$ cat config.mk
export PLATFORM = sky130hd
export DESIGN_NAME = seq_pattern_detector
export DESIGN_NICKNAME = d
export VERILOG_FILES = /design/src/rtl/seq_det_pkg.sv /design/src/rtl/seq_det_cmp.sv /design/src/rtl/seq_pattern_detector.sv
export SDC_FILE = /design/constraint.sdc
export NUM_CORES = 1
export LEC_CHECK = 0
export CORE_MARGIN = 3
export CORE_UTILIZATION = 55
export CTS_BUF_LIST = sky130_fd_sc_hd__clkbuf_2 sky130_fd_sc_hd__clkbuf_4 sky130_fd_sc_hd__clkbuf_8
export CTS_CLUSTER_SIZE = 8
export DETAILED_ROUTE_END_ITERATION = 12
export PLACE_DENSITY = 0.89
export SLEW_MARGIN = 20
export SYNTH_ARGS = -nofsm -noshare
export SYNTH_HDL_FRONTEND = slang
export SYNTH_SLANG_ARGS = --single-unit
$ cat constraint.sdc
create_clock -name clk -period 2.9 [get_ports clk]
set_clock_uncertainty 0.05 [all_clocks]
set_input_delay 0.435 -clock clk [delete_from_list [all_inputs] [get_ports clk]]
set_output_delay 0.435 -clock clk [all_outputs]
set_load 0.005 [all_outputs]
$ cat src/rtl/seq_det_pkg.sv
// Shared definitions for the serial pattern detector: FSM state encoding and
// the pattern-length legality check used when a new configuration is loaded.
package seq_det_pkg;

    localparam logic ST_IDLE = 1'b0;
    localparam logic ST_RUN  = 1'b1;

    function automatic logic len_ok(input int unsigned len, input int unsigned max);
        return (len >= 1) && (len <= max);
    endfunction

endpackage

$ cat src/rtl/seq_det_cmp.sv
// Combinational masked compare: true when the low `len` bits of hist equal the
// low `len` bits of pat. Bits at or above len are ignored.
module seq_det_cmp #(
    parameter int unsigned MAX_LEN = 16,
    parameter int unsigned LEN_W   = 5
) (
    input  logic [MAX_LEN-1:0] hist,
    input  logic [MAX_LEN-1:0] pat,
    input  logic [LEN_W-1:0]   len,
    output logic               eq
);

    logic [MAX_LEN-1:0] mask;

    always_comb begin
        mask = '0;
        for (int unsigned i = 0; i < MAX_LEN; i++) begin
            mask[i] = (i < 32'(len));
        end
        eq = (((hist ^ pat) & mask) == '0);
    end

endmodule

$ cat src/rtl/seq_pattern_detector.sv
// Runtime-programmable serial pattern detector with overlap/non-overlap modes.
// Define SEQ_DET_CNT_EN to build the saturating match counter; otherwise match_cnt is 0.
module seq_pattern_detector
    import seq_det_pkg::*;
#(
    parameter int unsigned MAX_LEN = 16,
    parameter int unsigned LEN_W   = 5,
    parameter int unsigned CNT_W   = 8
) (
    input  logic               clk,
    input  logic               res,
    input  logic               seq,
    input  logic               seq_vld,
    input  logic               cfg_load,
    input  logic [MAX_LEN-1:0] pat,
    input  logic [LEN_W-1:0]   pat_len,
    input  logic               overlap,
    output logic               match,
    output logic               cfg_err,
    output logic               armed,
    output logic [CNT_W-1:0]   match_cnt
);

    logic               state_q, state_d;
    logic [MAX_LEN-1:0] pat_q, pat_d;
    logic [LEN_W-1:0]   len_q, len_d;
    logic               ovl_q, ovl_d;
    // Newest bit comes straight from seq, so only MAX_LEN-1 older bits are stored.
    logic [MAX_LEN-2:0] hist_q, hist_d;
    logic [LEN_W-1:0]   fill_q, fill_d;
    logic               match_q, match_d;
    logic               err_q, err_d;

    logic [MAX_LEN-1:0] hist_next;
    logic [LEN_W-1:0]   fill_next;
    logic               eq, hit, cfg_legal, shift_en;

    assign hist_next = {hist_q, seq};
    assign fill_next = (fill_q >= LEN_W'(MAX_LEN)) ? LEN_W'(MAX_LEN) : fill_q + 1'b1;
    assign cfg_legal = len_ok(32'(pat_len), MAX_LEN);
    assign shift_en  = (state_q == ST_RUN) && seq_vld && !cfg_load;
    assign hit       = shift_en && (fill_next >= len_q) && eq;

    seq_det_cmp #(
        .MAX_LEN (MAX_LEN),
        .LEN_W   (LEN_W)
    ) u_cmp (
        .hist (hist_next),
        .pat  (pat_q),
        .len  (len_q),
        .eq   (eq)
    );

    always_ff @(posedge clk or negedge res) begin
        if (!res) begin
            state_q <= ST_IDLE;
            pat_q   <= '0;
            len_q   <= '0;
            ovl_q   <= 1'b0;
            hist_q  <= '0;
            fill_q  <= '0;
            match_q <= 1'b0;
            err_q   <= 1'b0;
        end else begin
            state_q <= state_d;
            pat_q   <= pat_d;
            len_q   <= len_d;
            ovl_q   <= ovl_d;
            hist_q  <= hist_d;
            fill_q  <= fill_d;
            match_q <= match_d;
            err_q   <= err_d;
        end
    end

    always_comb begin
        state_d = state_q;
        pat_d   = pat_q;
        len_d   = len_q;
        ovl_d   = ovl_q;
        hist_d  = hist_q;
        fill_d  = fill_q;
        match_d = 1'b0;
        err_d   = err_q;
        if (cfg_load) begin
            // A bit arriving alongside cfg_load is dropped.
            if (cfg_legal) begin
                state_d = ST_RUN;
                pat_d   = pat;
                len_d   = pat_len;
                ovl_d   = overlap;
                hist_d  = '0;
                fill_d  = '0;
                err_d   = 1'b0;
            end else begin
                state_d = ST_IDLE;
                err_d   = 1'b1;
            end
        end else if (shift_en) begin
            hist_d  = hist_next[MAX_LEN-2:0];
            fill_d  = (hit && !ovl_q) ? '0 : fill_next;
            match_d = hit;
        end
    end

    always_comb begin
        match   = match_q;
        cfg_err = err_q;
        armed   = (state_q == ST_RUN);
    end

`ifdef SEQ_DET_CNT_EN
    logic [CNT_W-1:0] cnt_q;

    always_ff @(posedge clk or negedge res) begin
        if (!res) begin
            cnt_q <= '0;
        end else if (hit && (cnt_q != '1)) begin
            cnt_q <= cnt_q + 1'b1;
        end
    end

    assign match_cnt = cnt_q;
`else
    assign match_cnt = '0;
`endif

endmodule

==> results.py <==
metrics = {
    "outcome": {
        "outcome": "finished clean",
    },
    "sta": {
        "finalSetupViolations": 0,
        "rsz0062_at_grt": "false",
        "finalCritPeriodShare_pct": 83.3,
        "layout_setup_ws_ns": 0.485,
        "period_needed_ns": 2.41,
        "hold_viol_final": 0,
        "fmax_ghz": 0.414,
        "fin_hold_ws_ns": 0.0204,
        "maxSlewViolCount": 0,
        "timing.setup.tns_ns": 0,
    },
    "power": {
        "seq_power_share_pct": 51.5,
        "power_frac_comb_pct": 21.3,
        "leakage_nw": 1.29,
        "p_switching_mw": 0.414,
        "total_power_mw": 1.46,
        "p_sw_share_pct": 28.3,
        "clockPowerShare_pct": 27.2,
        "p_int_mw": 1.05,
        "powerDensity_nw_per_um2": 527,
        "peakVddDrop_mv": 0.404,
    },
    "routing": {
        "drt_iter0_markers": 91,
        "vias": 1740,
        "drt-pass1-iter-count": 4,
        "ant_nets": 0,
        "finalWirelength_um": 4600,
        "viasPerCell": 5.59,
        "avgRoutedWirePerCell_um": 14.8,
        "drc_errors": 0,
    },
    "clocking": {
        "cts_buffer_depth": 2,
        "postCtsSetupBuffers": 0,
        "hold_buffers": 0,
        "numClockSinks": 45,
        "htree_levels": 2,
        "clk_latency_ns": 0.30,
        "cts.repair.resized": 0,
        "cts_root_buf": "clkbuf_8",
        "cts_buffers": 5,
        "cts_tree": "done",
        "clk_pin_slew_ns": 0.08,
    },
    "die": {
        "die_y_um": 71.5,
        "boundaryPins": 38,
        "initial_core_util_pct": 58.2,
        "core-area_um2": 4060,
        "die_area_um2": 5120,
        "die_w_um": 71.5,
        "rows": 23,
    },
    "grt": {
        "track_usage_pct": 19.9,
        "overflow": 0,
        "grt_max_degree": 46,
        "antenna_found_initial": 0,
        "grt_pass1_wl_um": 8000,
        "grt_pass1_vias": 1785,
    },
    "run": {
        "maxCapViolCount": 0,
    },
    "logic_synthesis": {
        "syn_inst": 229,
        "yosysUniqueCellTypes": 40,
        "synth-main-ff-cell": "dfrtp_1",
        "ys_ff_latch": 45,
        "synth_edf_count": 0,
        "synthArstFlopShare_pct": 100,
        "syn_area_per_cell_um2": 10.3,
        "synth-seq-area-share_pct": 47.7,
        "yosysWarnings": 0,
        "syn_area_um2": 2360,
    },
    "critical_path": {
        "critPathSlowestCell": "dfrtp_1",
        "crit_family": "simple AND/OR/NAND/NOR gates",
        "path_cells": "or3_4 -> o21ai_2 -> or4b_4 -> nor4_4 -> a31oi_2 -> a31o_1",
        "path_buf_inv": 0,
        "cp.arrival_ns": 2.55,
        "path_max_fanout": 10,
        "critical_path_required_ns": 3.04,
        "start_kind": "register",
        "crit_type": "reg2reg",
        "r2r_slack_ns": 0.49,
        "cp_slowest_stage_delay_ns": 0.49,
        "crit_path_end_kind": "register",
    },
    "final_layout": {
        "antenna_cells": 0,
        "multi_input_area_um2": 1120,
        "drive_above_1_share_pct": 7.66,
        "synthToLayoutAreaGrowth_pct": 17.5,
        "regArea_um2": 1130,
        "nFillCells": 305,
        "final_nets": 294,
    },
    "place": {
        "preCtsSetupSlack_ns": 0.233,
        "gp_congestion": 0.771,
        "port_buffers": 29,
        "place.detailed.hpwl_um": 3290,
    },
    "hold_path": {
        "hold_class": "in2async",
    },
}
==> cell usage after synthesis (2+ instances only) <==
library cell | count | area [µm²]
a22o_1 | 4 | 35.0
mux2_1 | 21 | 236
dfrtp_1 | 45 | 1130
o21ai_1 | 2 | 10.0
o211ai_1 | 2 | 15.0
and2_1 | 2 | 12.5
nor2_1 | 8 | 30.0
o21a_1 | 2 | 15.0
or3_1 | 2 | 12.5
o22ai_1 | 2 | 12.5
inv_1 | 9 | 33.8
a211oi_1 | 2 | 15.0
nand3_1 | 18 | 90.1
buf_2 | 4 | 20.0
o21ai_0 | 4 | 20.0
buf_4 | 8 | 60.1
xnor2_1 | 11 | 96.3
a21oi_1 | 10 | 50.1
nand2_1 | 34 | 128
clkbuf_1 | 5 | 18.8
nor3_1 | 2 | 10.0
xor2_1 | 8 | 70.1
ha_1 | 7 | 87.6
==> flip-flops by register name (all words and copies together), names as in the netlist <==
name     cells
armed        1
cfg_err      1
len_q        5
fill_q       5
hist_q      15
match        1
ovl_q        1
pat_q       16
==> cell families after synthesis <==
| group | count (synthesis) | share of synthesized area [%] |
|---|---|---|
| AND/OR/NAND/NOR | 75 | 15.7 |
| flip-flops | 45 | 47.7 |
| XOR/XNOR | 19 | 7.04 |
| AO/OA/AOI/OAI | 34 | 9.64 |
| buffers and inverters | 27 | 6.09 |
| other | 1 | 0.159 |
| adder cells (fa/ha/maj) | 7 | 3.71 |
| multiplexers | 21 | 10.0 |
==> path summary, 6_finish.rpt <==
path | cells past startpoint | start | to
max | 6 | len_q[1] | fill_q[0]
min | 1 | res | fill_q[1]
max reg2reg | 6 | len_q[1] | fill_q[0]
min reg2reg | 1 | cfg_err | cfg_err
max in group asynchronous | 2 | res | hist_q[5]
min in group clk | 1 | cfg_err | cfg_err
==> layout make-up <==
class / instances / area share, %
Clock buffer: 8 / 3.29
Inverter: 9 / 1.22
Multi-Input combinational cell: 164 / 40.3
Sequential cell: 45 / 40.6
Tap cell: 50 / 2.25
Timing Repair Buffer: 35 / 12.4
==> per-layer routing <==
layer / routed length, µm / track usage, %
met3: 274 / 4.91
met1: 1930 / 25.8
met2: 2320 / 32.2
met4: 78 / 7.52
met5: 0 / 0
==> through the flow <==
| stage | cell area [µm²] | utilization [%] | std cells |
|---|---|---|---|
| after floorplan | 2390 | - | 236 |
| after global placement | 2660 | 65.6 | 302 |
| after detailed placement | 2660 | 65.6 | 302 |
| after CTS | 2760 | 67.9 | 310 |
| after global routing | 2780 | 68.4 | 311 |
| final | 2780 | 68.4 | 311 |
==> cells in the final DEF (no fill, tap or decap), drive strengths merged, types with 2 or more instances in the layout <==
cell / n
xor2: 8
mux2: 21
nor4: 2
and2: 2
a211oi: 2
dfrtp: 45
or3: 3
o22ai: 2
o21ai: 7
nor2: 8
o21a: 2
clkbuf: 8
inv: 9
o211ai: 2
nor3: 2
xnor2: 11
buf: 7
a21oi: 10
a22o: 4
conb: 8
ha: 7
nand3: 18
nand2: 34
clkdlybuf4s50: 28
==> worst register-to-register path: stages, from the launching register on <==
cell and delay [ns]:
dfrtp_1 0.49, or3_4 0.45, o21ai_2 0.12, or4b_4 0.48, nor4_4 0.28, a31oi_2 0.18
a31o_1 0.26
==> power groups by stage <==
stage          Sequential, mW  Combinational [mW]  Clock (mW)
4_1_cts                 0.752               0.311       0.407
5_1_grt                 0.763               0.350       0.435
2_1_floorplan           0.738               0.230           0
3_5_place_dp            0.764               0.307           0
3_3_place_gp            0.761               0.297           0
6_report                0.753               0.311       0.398
Power figures use the tool's default switching activity.
